## src/rtl/matmul_io_ctrl.sv

```systemverilog
`default_nettype none
// ============================================================================
// Module      : matmul_io_ctrl
// Description : Byte-serial host front end for a 3x3 8-bit matrix multiply
//               core. Collects 18 operand bytes (A then B, element 0 first),
//               pulses start to the core, waits for the core's done pulse,
//               captures the 3x3 16-bit result and streams it back to the
//               host as 18 bytes (low byte of each element first). A WAIT
//               watchdog drops the frame and raises a sticky err flag if the
//               core never answers.
// Ports       : clk, rst        - clock, asynchronous active-high reset
//               in_data/valid   - host operand byte stream (in_ready = accept)
//               out_data/valid  - result byte stream (out_ready = host accept)
//               A_flat, B_flat  - operand matrices to core, 8 bits/element
//               start           - START_LEN-cycle start pulse to core
//               C_flat, done    - result matrix and completion from core
//               busy            - frame in progress
//               err             - sticky WAIT timeout flag
// Revision    : 1.0 - initial release
// ============================================================================
module matmul_io_ctrl #(
    parameter int START_LEN    = 2,
    parameter int WAIT_TIMEOUT = 255
) (
    input  logic         clk,
    input  logic         rst,
    input  logic [7:0]   in_data,
    input  logic         in_valid,
    output logic         in_ready,
    output logic [7:0]   out_data,
    output logic         out_valid,
    input  logic         out_ready,
    output logic [71:0]  A_flat,
    output logic [71:0]  B_flat,
    output logic         start,
    input  logic [143:0] C_flat,
    input  logic         done,
    output logic         busy,
    output logic         err
);

    // ------------------------------------------------------------------
    // Constants
    // ------------------------------------------------------------------
    localparam logic [1:0] C_ST_LOAD  = 2'd0;
    localparam logic [1:0] C_ST_START = 2'd1;
    localparam logic [1:0] C_ST_WAIT  = 2'd2;
    localparam logic [1:0] C_ST_SEND  = 2'd3;

    localparam logic [4:0] C_LAST_BYTE = 5'd17;

    // Counters only ever need to reach LEN-1, so $clog2(LEN) bits suffice.
    localparam int SCW = (START_LEN    > 1) ? $clog2(START_LEN)    : 1;
    localparam int WCW = (WAIT_TIMEOUT > 1) ? $clog2(WAIT_TIMEOUT) : 1;

    localparam logic [SCW-1:0] C_START_LAST = SCW'(START_LEN - 1);
    localparam logic [WCW-1:0] C_WAIT_LAST  = WCW'(WAIT_TIMEOUT - 1);

    // ------------------------------------------------------------------
    // State
    // ------------------------------------------------------------------
    logic [1:0]     state_q, state_d;
    logic [4:0]     k_q;            // input byte index
    logic [4:0]     j_q;            // output byte index
    logic [SCW-1:0] start_cnt_q;
    logic [WCW-1:0] wait_cnt_q;
    logic           done_seen_q;
    logic [71:0]    a_q;
    logic [71:0]    b_q;
    logic [143:0]   result_q;
    logic           err_q;

    // ------------------------------------------------------------------
    // Handshake / event decode
    // ------------------------------------------------------------------
    logic w_in_acc;
    logic w_out_acc;
    logic w_last_in;
    logic w_last_out;
    logic w_start_last;
    logic w_capture;
    logic w_timeout;

    assign w_in_acc     = (state_q == C_ST_LOAD) && in_valid;
    assign w_out_acc    = (state_q == C_ST_SEND) && out_ready;
    assign w_last_in    = w_in_acc  && (k_q == C_LAST_BYTE);
    assign w_last_out   = w_out_acc && (j_q == C_LAST_BYTE);
    assign w_start_last = (state_q == C_ST_START) && (start_cnt_q == C_START_LAST);
    // Capture on the falling side of done, so the core's C_flat has been
    // stable for at least the whole done-high cycle.
    assign w_capture    = (state_q == C_ST_WAIT) && done_seen_q && !done;
    // A capture on the final allowed cycle still wins over the timeout.
    assign w_timeout    = (state_q == C_ST_WAIT) && !w_capture
                          && (wait_cnt_q == C_WAIT_LAST);

    // ------------------------------------------------------------------
    // FSM: state register
    // ------------------------------------------------------------------
    always_ff @(posedge clk or posedge rst) begin
        if (rst) begin
            state_q <= C_ST_LOAD;
        end else begin
            state_q <= state_d;
        end
    end

    // ------------------------------------------------------------------
    // FSM: next-state logic
    // ------------------------------------------------------------------
    always_comb begin
        state_d = state_q;
        case (state_q)
            C_ST_LOAD:  if (w_last_in)    state_d = C_ST_START;
            C_ST_START: if (w_start_last) state_d = C_ST_WAIT;
            C_ST_WAIT: begin
                if (w_capture)      state_d = C_ST_SEND;
                else if (w_timeout) state_d = C_ST_LOAD;
            end
            C_ST_SEND:  if (w_last_out)   state_d = C_ST_LOAD;
            default:                      state_d = C_ST_LOAD;
        endcase
    end

    // ------------------------------------------------------------------
    // FSM: outputs
    // ------------------------------------------------------------------
    logic [7:0] w_out_byte;

    always_comb begin
        w_out_byte = 8'h00;
        for (int i = 0; i < 18; i++) begin
            if (j_q == 5'(i)) begin
                w_out_byte = result_q[8*i +: 8];
            end
        end
    end

    always_comb begin
        in_ready  = 1'b0;
        start     = 1'b0;
        out_valid = 1'b0;
        out_data  = 8'h00;
        case (state_q)
            C_ST_LOAD:  in_ready = 1'b1;
            C_ST_START: start    = 1'b1;
            C_ST_SEND: begin
                out_valid = 1'b1;
                out_data  = w_out_byte;
            end
            default: ;
        endcase
        busy = (state_q != C_ST_LOAD) || (k_q != 5'd0);
    end

    // ------------------------------------------------------------------
    // Datapath registers
    // ------------------------------------------------------------------
    always_ff @(posedge clk or posedge rst) begin
        if (rst) begin
            k_q         <= 5'd0;
            j_q         <= 5'd0;
            start_cnt_q <= '0;
            wait_cnt_q  <= '0;
            done_seen_q <= 1'b0;
            a_q         <= '0;
            b_q         <= '0;
            result_q    <= '0;
            err_q       <= 1'b0;
        end else begin
            // Operand collection: bytes 0-8 -> A, bytes 9-17 -> B.
            if (w_in_acc) begin
                k_q <= w_last_in ? 5'd0 : (k_q + 5'd1);
                for (int i = 0; i < 9; i++) begin
                    if (k_q == 5'(i)) begin
                        a_q[8*i +: 8] <= in_data;
                    end
                    if (k_q == 5'(i + 9)) begin
                        b_q[8*i +: 8] <= in_data;
                    end
                end
            end

            // Result streaming index.
            if (w_out_acc) begin
                j_q <= w_last_out ? 5'd0 : (j_q + 5'd1);
            end

            // Start pulse length counter; idles at zero outside START.
            if (state_q == C_ST_START) begin
                start_cnt_q <= start_cnt_q + 1'b1;
            end else begin
                start_cnt_q <= '0;
            end

            // WAIT watchdog; the timeout decode leaves WAIT before it wraps.
            if (state_q == C_ST_WAIT) begin
                wait_cnt_q <= wait_cnt_q + 1'b1;
            end else begin
                wait_cnt_q <= '0;
            end

            if (state_q == C_ST_WAIT) begin
                if (done) begin
                    done_seen_q <= 1'b1;
                end
            end else begin
                done_seen_q <= 1'b0;
            end

            if (w_capture) begin
                result_q <= C_flat;
            end

            // Sticky until the first byte of the following frame is taken.
            if (w_timeout) begin
                err_q <= 1'b1;
            end else if (w_in_acc && (k_q == 5'd0)) begin
                err_q <= 1'b0;
            end
        end
    end

    assign A_flat = a_q;
    assign B_flat = b_q;
    assign err    = err_q;

endmodule
`default_nettype wire

```

## config.mk

```make
export PLATFORM = sky130hd
export DESIGN_NAME = matmul_io_ctrl
export DESIGN_NICKNAME = d
export VERILOG_FILES = /design/src/rtl/matmul_io_ctrl.sv
export SDC_FILE = /design/constraint.sdc
export NUM_CORES = 1
export LEC_CHECK = 0
export ABC_CLOCK_PERIOD_IN_PS = 8400
export BUFFER_PORTS_ARGS = -buffer_cell sky130_fd_sc_hd__buf_2
export CAP_MARGIN = 30
export CORE_MARGIN = 2
export CORE_UTILIZATION = 49
export DETAILED_ROUTE_END_ITERATION = 8
export PLACE_DENSITY_LB_ADDON = 0.08
export SYNTH_ARGS = -nofsm -noshare
export SYNTH_HDL_FRONTEND = slang
export SYNTH_SLANG_ARGS = --single-unit
```

## constraint.sdc

```tcl
create_clock -name clk -period 8.4 [get_ports clk]
set_clock_uncertainty 0.05 [all_clocks]
set_input_delay 0.42 -clock clk [delete_from_list [all_inputs] [get_ports clk]]
set_output_delay 0.42 -clock clk [all_outputs]
set_load 0.1 [all_outputs]
```

==> results.md, run 1 <==
* Root Driver: clkbuf_16
* Period utilization at 55.5%
* Worst slack, placed at 4.36 ns
* Unrepaired setup endpoints after global routing: no
* Main flop type after synthesis: dfrtp_1
* Largest net degree at the start of global routing at 179
* Rel. slew slack at 32.3%
* GRT Util Overall at 25.5%
* Area after DPL at 0.0157 mm²
* Hold_sp: C_flat[0]
* H-tree Lvls at 2
* Final worst slack at 3.74 ns
* Initial antenna violation count at 6
* Outcome: finished clean
* Vias per cell at 5.46
* Synth Area in Compound Gates at 8.28%
* Mapped Area at 0.0139 mm²
* Crit Path Class: flop to output pin
* Slew at the pin closest to its max-slew limit at 1.00 ns
* Hold buffers post-CTS at 0
* Pre-antenna DRT Iters at 5
* Max frequency at 215 MHz
* Peak supply drop at 0.539 mV
* DR vias at 9751
* Fillers at 2324
* Slew Limit Fails at 0
* Share of cells above drive strength 1 at 43.3%
* Async set-or-reset flop fraction in the synthesized netlist at 100%
* Final worst path period need at 4.66 ns
* Drt drc at 0
* Distinct cells, synth at 73
* Setup Viol. Count Final at 0
* Synth Warn # at 0
* Synth Area in Adders at 1.08%
* Largest family of logic cells by synthesized area: multiplexers
* DR WL/cell at 21.1 µm
* Clock sinks at 311
* Leakage at 8.49 nW
* Post-CTS setup buffers at 0
* CTS resizes at 0
* Vias in the first global route at 10000
* Hold Fails Final Rpt at 0
* Number of synthesized register bits at 311
* Post-synthesis mux area share at 22.3%
* Drt initial violations at 564
* Critical Path Fanout Max at 23
* CP Data Arrival Time at 4.19 ns
* Req. time, crit path at 7.93 ns
* R2R Path Start: state_q[0]
* Worst skew pair latency at 0.51 ns
* Die Area at 0.0297 mm²
* First-pass GRT wire length at 57700 µm
* Nets at 1550
* Max cap viols at 0
* Effective utilization at floorplan at 49.9%
* Port Buffer Count at 313
* Synth Area in XOR/XNOR at 0.567%
* Synthesized instance count at 1095
* FF/Latch Area at 0.00778 mm²
* Most frequent cells in the layout: buf_2, dfrtp_1, mux2_2
* Post-synth EDFFs at 0
* Syn_nets at 1264
* Util after Layout at 60.5%
* Detailed-route wire length at 37600 µm
* GP Congestion at 0.887
* Worst setup EP type: output pin
* Die X at 172 µm
* Syn Area/Cell at 12.7 µm²
* Multi-input combinational cell area at 0.00571 mm²
* Antenna-violating nets left at 0
* Critical Path Source Type: flop
* Total power at 7.11 mW
* TritonCTS clock tree: done
* Core area at 0.0279 mm²
* CP startpoint: j_q[0]
* DIE HEIGHT at 172 µm
* Post-Route Setup TNS at 0 ns
* Hold Crit Class: primary input to flop
* # IOs at 314
* Dpl hpwl at 26600 µm
* Clock Pin Slew Worst Setup and Hold Paths at 0.06 ns
* Design Area, Final at 0.0168 mm²
* Bufs on Longest Clock Path at 3
* Pwr dens at 422 mW/mm²
* Layout area overhead at 21.1%
* Post-synthesis sequential area ratio at 56.0%
* Post-Synth Simple-Gate Area at 8.76%
* Cell row count at 61
* Num CTS Buffers at 35
* Grt total ovfl at 0
* Commonest non-fill, non-tap cell in the layout: buf_2
## synthesized netlist by cell type, drive strengths merged (11+ instances only)
master  number  area share (%)
inv         24            0.65
dfrtp      311              56
nand3       14            0.61
nor2b       19            0.85
clkbuf      44             1.2
nor2        37             1.0
o22ai       11            0.58
ha          12             1.1
and3        14            0.63
nand2       65             1.8
a21oi       37             1.3
buf         30             1.2
nor3        11            0.43
mux2       275              22
o21ai       47             1.7
## state kept, by name, summed over array words and instances (netlist names)
register and flops:
state_q 2, wait_cnt_q 8, k_q 5, A_flat 72
result_q 144, done_seen_q 1, j_q 5, err 1
B_flat 72, start_cnt_q 1
## path summary, 6_finish.rpt
check	end	slack, ns	cells after the start
max	out_data[3]	3.74	9
min	result_q[0]	0.06	3
max reg2reg	result_q[8]	4.80	5
min reg2reg	start_cnt_q	0.42	1
max in group asynchronous	B_flat[23]	6.61	4
min in group asynchronous	result_q[56]	0.10	3
## stage by stage
stage / hold WS [ns] / cells
after detailed placement: 0.407 / 1722
after floorplan: 0.376 / 1095
after global routing: 0.0597 / 1781
after global placement: 0.397 / 1722
final: 0.0635 / 1785
after CTS: 0.0478 / 1780
## layout make-up
| class | count | area share, % |
|---|---|---|
| diodes | 5 | 0.0743 |
| repair buffers | 323 | 9.82 |
| clock buffers | 45 | 5.78 |
| flip-flops and latches | 311 | 46.2 |
| clock inverters | 13 | 0.861 |
| well taps | 378 | 2.81 |
| inverters | 24 | 0.557 |
| multi-input cells | 686 | 33.9 |
## cell families after synthesis
| logic type | after synthesis |
|---|---|
| AOI/OAI and AO/OA | 170 |
| xor gates and xnor gates | 9 |
| adders and majority gates | 12 |
| buffers and inverters | 98 |
| DFF | 311 |
| muxes | 276 |
| and+or+nand+nor | 219 |
## power breakdown
group          leakage, nW  total [mW]  internal (mW)  switching (mW)
Clock                0.552        1.50          0.884           0.615
Sequential            4.07        2.13           1.90           0.235
Combinational         3.87        3.47          0.599            2.87
Total                 8.49        7.11           3.38            3.72
## metal layers
metal	global-route usage (%)	share of wire [%]
met5	0	0.088
met1	32.0	42
met2	41.8	48
met3	7.83	7.4
met4	8.99	2.9
## worst max-delay path, stage by stage (launching register included)
cell and delay [ns]:
dfrtp_1 0.44, inv_1 0.12, ha_1 0.71, nor4bb_1 0.95, a221oi_1 0.25, a21oi_1 0.16
a2111oi_0 0.13, o31a_1 0.36, o22ai_2 0.10, buf_2 0.44
No activity file was read; power rests on OpenSTA's default activity.
==> run 2, diff against run 1 <==
- ABC_CLOCK_PERIOD_IN_PS: 8400 -> 4850
- CORE_UTILIZATION: 49 -> 50
- clock period: 8.4 -> 4.85 ns (I/O delays scaled with it)
==> run 2 against run 1 <==
Compared with the run above:
- highest routed layer is now met4
- non-clock buffer count rose by 147
- global-route usage increased by 1.5 points
- critical endpoint is now out_data[6]
- die area shrank 2.0%
- power increased by 73%
- routed wire length is 5.5% higher
- clock-buffer cell count is 2 higher
- cell count up 8.1%
==> results.md, run 2 (same netlist as run 1, synthesis figures left out) <==
* Slew Limit Fails at 0
* Hold buffers post-CTS at 146
* CTS resizes at 0
* DR vias at 10500
* H-tree Lvls at 2
* Total power at 12.3 mW
* Setup Viol. Count Final at 0
* R2R Setup Slk at 2.12 ns
* Hold_sp: out_ready
* DR WL/cell at 20.6 µm
* Share of cells above drive strength 1 at 39.1%
* Initial antenna violation count at 3
* Area after DPL at 0.0157 mm²
* Critical Path Fanout Max at 20
* Leakage at 9.08 nW
* Nets at 1697
* Req. time, crit path at 4.56 ns
* Post-Route Setup TNS at 0 ns
* Effective utilization at floorplan at 50.5%
* Vias per cell at 5.46
* Commonest non-fill, non-tap cell in the layout: buf_2
* Rel. slew slack at 31.1%
* Drt drc at 0
* Max frequency at 239 MHz
* Layout area overhead at 31.4%
* Post-CTS setup buffers at 0
* # IOs at 314
* Port Buffer Count at 313
* First-pass GRT wire length at 60800 µm
* Dpl hpwl at 26600 µm
* Pre-antenna DRT Iters at 6
* Design Area, Final at 0.0183 mm²
* Cell row count at 61
* Drt initial violations at 631
* GRT Util Overall at 27.0%
* Critical R2R Capture: result_q[98]
* Detailed-route wire length at 39700 µm
* Critical Path Source Type: flop
* Core area at 0.0276 mm²
* Root Driver: clkbuf_16
* Unrepaired setup endpoints after global routing: no
* Largest Register: result_q
* Slew at the pin closest to its max-slew limit at 1.02 ns
* Worst setup EP type: output pin
* Num CTS Buffers at 35
* Hold Crit Class: primary input to flop
* Clock Pin Slew Worst Setup and Hold Paths at 0.06 ns
* Worst Hold Depth at 4
* Period utilization at 86.2%
* GP Congestion at 0.910
* Die Area at 0.0292 mm²
* CP Data Arrival Time at 3.89 ns
* Bufs on Longest Clock Path at 3
* Grt total ovfl at 0
* Worst Hold Path EP: state_q[1]
* Clock sinks at 311
* Outcome: finished clean
* Worst skew pair latency at 0.52 ns
* Hold Fails Final Rpt at 0
* Antenna-violating nets left at 0
* Vias in the first global route at 10900
* Peak supply drop at 0.772 mV
* Pwr dens at 672 mW/mm²
* Crit Path Class: flop to output pin
* DIE HEIGHT at 171 µm
* Max reg flops at 144
* Die X at 171 µm
* Final worst path period need at 4.18 ns
* Largest net degree at the start of global routing at 177
* Reg2Reg Depth at 4
* R2R Path Start: state_q[0]
* Max cap viols at 0
* TritonCTS clock tree: done
* Most frequent cells in the layout: buf_2, dfrtp_1, mux2_2
[run 2: cell types whose count changed in the layout (fill, tap and decap cells not counted), sizes merged]
cell / change
dlygate4sd3: +146
bufinv: -2
clkbuf: +2
diode: -2
buf: +1
clkinv: +1
inv: -1
[run 2: worst max-delay path by stage]
stage	from	slack, ns	cells after the start	end
2_1_floorplan	rst	0.42	1	A_flat[0]
3_3_place_gp	j_q[0]	1.30	9	out_data[6]
3_5_place_dp	j_q[0]	1.26	9	out_data[6]
4_1_cts	j_q[0]	0.70	9	out_data[6]
5_1_grt	j_q[0]	0.49	10	out_data[0]
6_report	j_q[0]	0.67	9	out_data[6]
[run 2: metrics by stage]
stage | std cells | utilization, % | setup WS [ns] | hold slack, ns
final | 1930 | 66.3 | 0.667 | 0.0823
after global routing | 1929 | 66.3 | 0.491 | 0.112
after CTS | 1927 | 66.3 | 0.700 | 0.0573
after detailed placement | 1723 | 57.2 | 1.26 | 0.403
after global placement | 1723 | 57.2 | 1.30 | 0.402
after floorplan | 1095 | - | 0.417 | 0.309
[run 2: layout make-up]
class / instances / area [µm²]
clock inverter: 11 / 78.8
inverter: 24 / 93.8
fill: 2107 / 9280
sequential: 311 / 7780
multi-input combinational: 686 / 5710
tap: 378 / 473
timing repair buffer: 470 / 3150
clock buffer: 47 / 981
antenna: 3 / 7.51
[run 2: critical path, cell delays in order (launching register included)]
cell	delay, ns
dfrtp_1	0.43
inv_1	0.10
ha_1	0.63
buf_4	0.33
nor4bb_1	0.40
a211oi_1	0.10
nor4_1	0.42
o21ai_0	0.21
a21oi_1	0.26
buf_2	0.48
[run 2: power by group]
group / leakage [nW] / internal [mW] / total (mW) / switching [mW]
combinational: 4.49 / 1.12 / 6.12 / 5.00
clock: 0.524 / 1.42 / 2.47 / 1.05
sequential: 4.07 / 3.29 / 3.69 / 0.402
total: 9.08 / 5.83 / 12.3 / 6.45
[run 2: layer usage]
layer / part of all wire [%] / track usage [%]
met4: 3.0 / 8.84
met3: 6.6 / 6.52
met5: 0 / 0
met2: 49 / 46.2
met1: 41 / 33.8
==> run 3, diff against run 2 <==
- BUFFER_PORTS_ARGS: -buffer_cell sky130_fd_sc_hd__buf_2 -> -buffer_cell sky130_fd_sc_hd__buf_4
- GPL_ROUTABILITY_DRIVEN: default -> 0
==> run 3 against run 2 <==
Compared with the run above:
- combinational power rose by 6.0%
- hold slack got worse by 0.0026 ns
- first-iteration DRC count rose by 33%
- sequential power rose by 1%
- highest routed layer unchanged
- largest power group unchanged
- cell area rose by 4.9%
==> results.md, run 3 (same netlist as run 1, synthesis figures left out) <==
* Vias per cell at 5.50
* Largest net degree at the start of global routing at 190
* Worst setup EP type: output pin
* Pre-antenna DRT Iters at 6
* Post-Route Setup TNS at 0 ns
* Hold Fails Final Rpt at 0
* Vias in the first global route at 10900
* Layout area overhead at 37.8%
* Fin cells at 1935
* Most frequent cells in the layout: buf_4, dfrtp_1, mux2_2
* Antenna-violating nets left at 0
* CTS resizes at 0
* Leakage at 9.34 nW
* Critical Path Fanout Max at 33
* Nets at 1699
* Rel. slew slack at 32.5%
* Post-CTS setup buffers at 0
* Share of cells above drive strength 1 at 39.3%
* Commonest non-fill, non-tap cell in the layout: buf_4
* First-pass GRT wire length at 60400 µm
* Clock Pin Slew Worst Setup and Hold Paths at 0.06 ns
* # IOs at 314
* Critical Path Source Type: flop
* GRT Util Overall at 26.9%
* Worst skew pair latency at 0.52 ns
* Pwr dens at 669 mW/mm²
* Largest Register: result_q
* Num CTS Buffers at 36
* Max reg flops at 144
* Hold buffers post-CTS at 146
* Die X at 171 µm
* Root Driver: clkbuf_16
* DR vias at 10600
* Slew at the pin closest to its max-slew limit at 1.01 ns
* DR WL/cell at 20.3 µm
* Core area at 0.0276 mm²
* H-tree Lvls at 2
* Drt drc at 0
* Peak supply drop at 0.774 mV
* Placed Cells at 1722
* Hold Crit Class: primary input to flop
* Drt initial violations at 842
* Effective utilization at floorplan at 50.5%
* Port Buffer Count at 313
* Setup Viol. Count Final at 0
* Period utilization at 86.6%
* Slew Limit Fails at 0
* Initial antenna violation count at 4
* Total power at 12.8 mW
* Die Area at 0.0292 mm²
* TritonCTS clock tree: done
* Outcome: finished clean
* Max frequency at 238 MHz
* DIE HEIGHT at 171 µm
* CP Data Arrival Time at 3.91 ns
* Unrepaired setup endpoints after global routing: no
* Max cap viols at 0
* Final worst path period need at 4.20 ns
* Dpl hpwl at 26700 µm
* Grt total ovfl at 0
* Clock sinks at 311
* Crit Path Class: flop to output pin
* Bufs on Longest Clock Path at 3
* Cell row count at 61
* Detailed-route wire length at 39400 µm
* Req. time, crit path at 4.56 ns
==> run 3: cell types whose count changed in the layout (fill, tap and decap cells not counted) <==
cell,previous run,this run
buf_2,313,0
clkinv_8,0,1
buf_16,0,1
buf_12,3,1
clkbuf_8,6,12
clkinvlp_4,3,2
clkinv_2,7,4
diode_2,3,4
buf_4,8,321
buf_8,0,1
inv_16,1,0
clkbuf_16,35,37
==> run 3: per-layer routing <==
metal,global-route usage [%],up-vias,wire (µm)
li1,-,4837,-
met1,33.3,5260,16000
met2,44.4,418,18800
met3,7.26,133,2890
met4,11.5,0,1720
met5,0,-,0
==> run 3: power breakdown <==
part / switching (mW) / internal, mW / leakage (nW)
logic: 5.01 / 1.48 / 4.70
registers: 0.442 / 3.29 / 4.07
clock network: 1.05 / 1.55 / 0.564
total: 6.50 / 6.32 / 9.34
==> run 3: worst paths after layout <==
kind / cells after the start / slack (ns) / from / end
hold reg to reg: 2 / 0.43 / err / err
setup / recovery: 8 / 0.65 / j_q[4] / out_data[5]
max in group asynchronous: 4 / 3.04 / rst / result_q[124]
setup reg to reg: 6 / 2.09 / j_q[1] / state_q[1]
min in group asynchronous: 3 / 0.33 / rst / A_flat[10]
hold / removal: 2 / 0.08 / in_data[1] / B_flat[41]
==> run 3: final cells by class <==
type / instances / area, µm²
clock buffers: 54 / 1090
well taps: 378 / 473
repair buffers: 471 / 3960
diodes: 4 / 10.0
clock inverters: 7 / 52.6
inverters: 24 / 93.8
multi-input cells: 686 / 5710
fillers: 2003 / 8380
flip-flops and latches: 311 / 7780
==> run 3: critical path, cell delays in order (launching register included) <==
cell,delay (ns)
dfrtp_1,0.99
inv_1,0.31
ha_1,0.53
a211oi_1,0.38
o221ai_1,0.18
a211oi_1,0.37
nor3_1,0.15
o21ai_1,0.16
buf_4,0.30
==> run 3: through the flow <==
step	hold WS [ns]	worst slack [ns]	cell area (µm²)	util, %
6_report	0.0797	0.649	19200	69.6
5_1_grt	0.0878	0.409	19200	69.6
4_1_cts	0.0680	0.697	19100	69.4
3_5_place_dp	0.310	1.25	16500	59.9
3_3_place_gp	0.304	1.35	16500	59.9
2_1_floorplan	0.309	0.417	13900	-
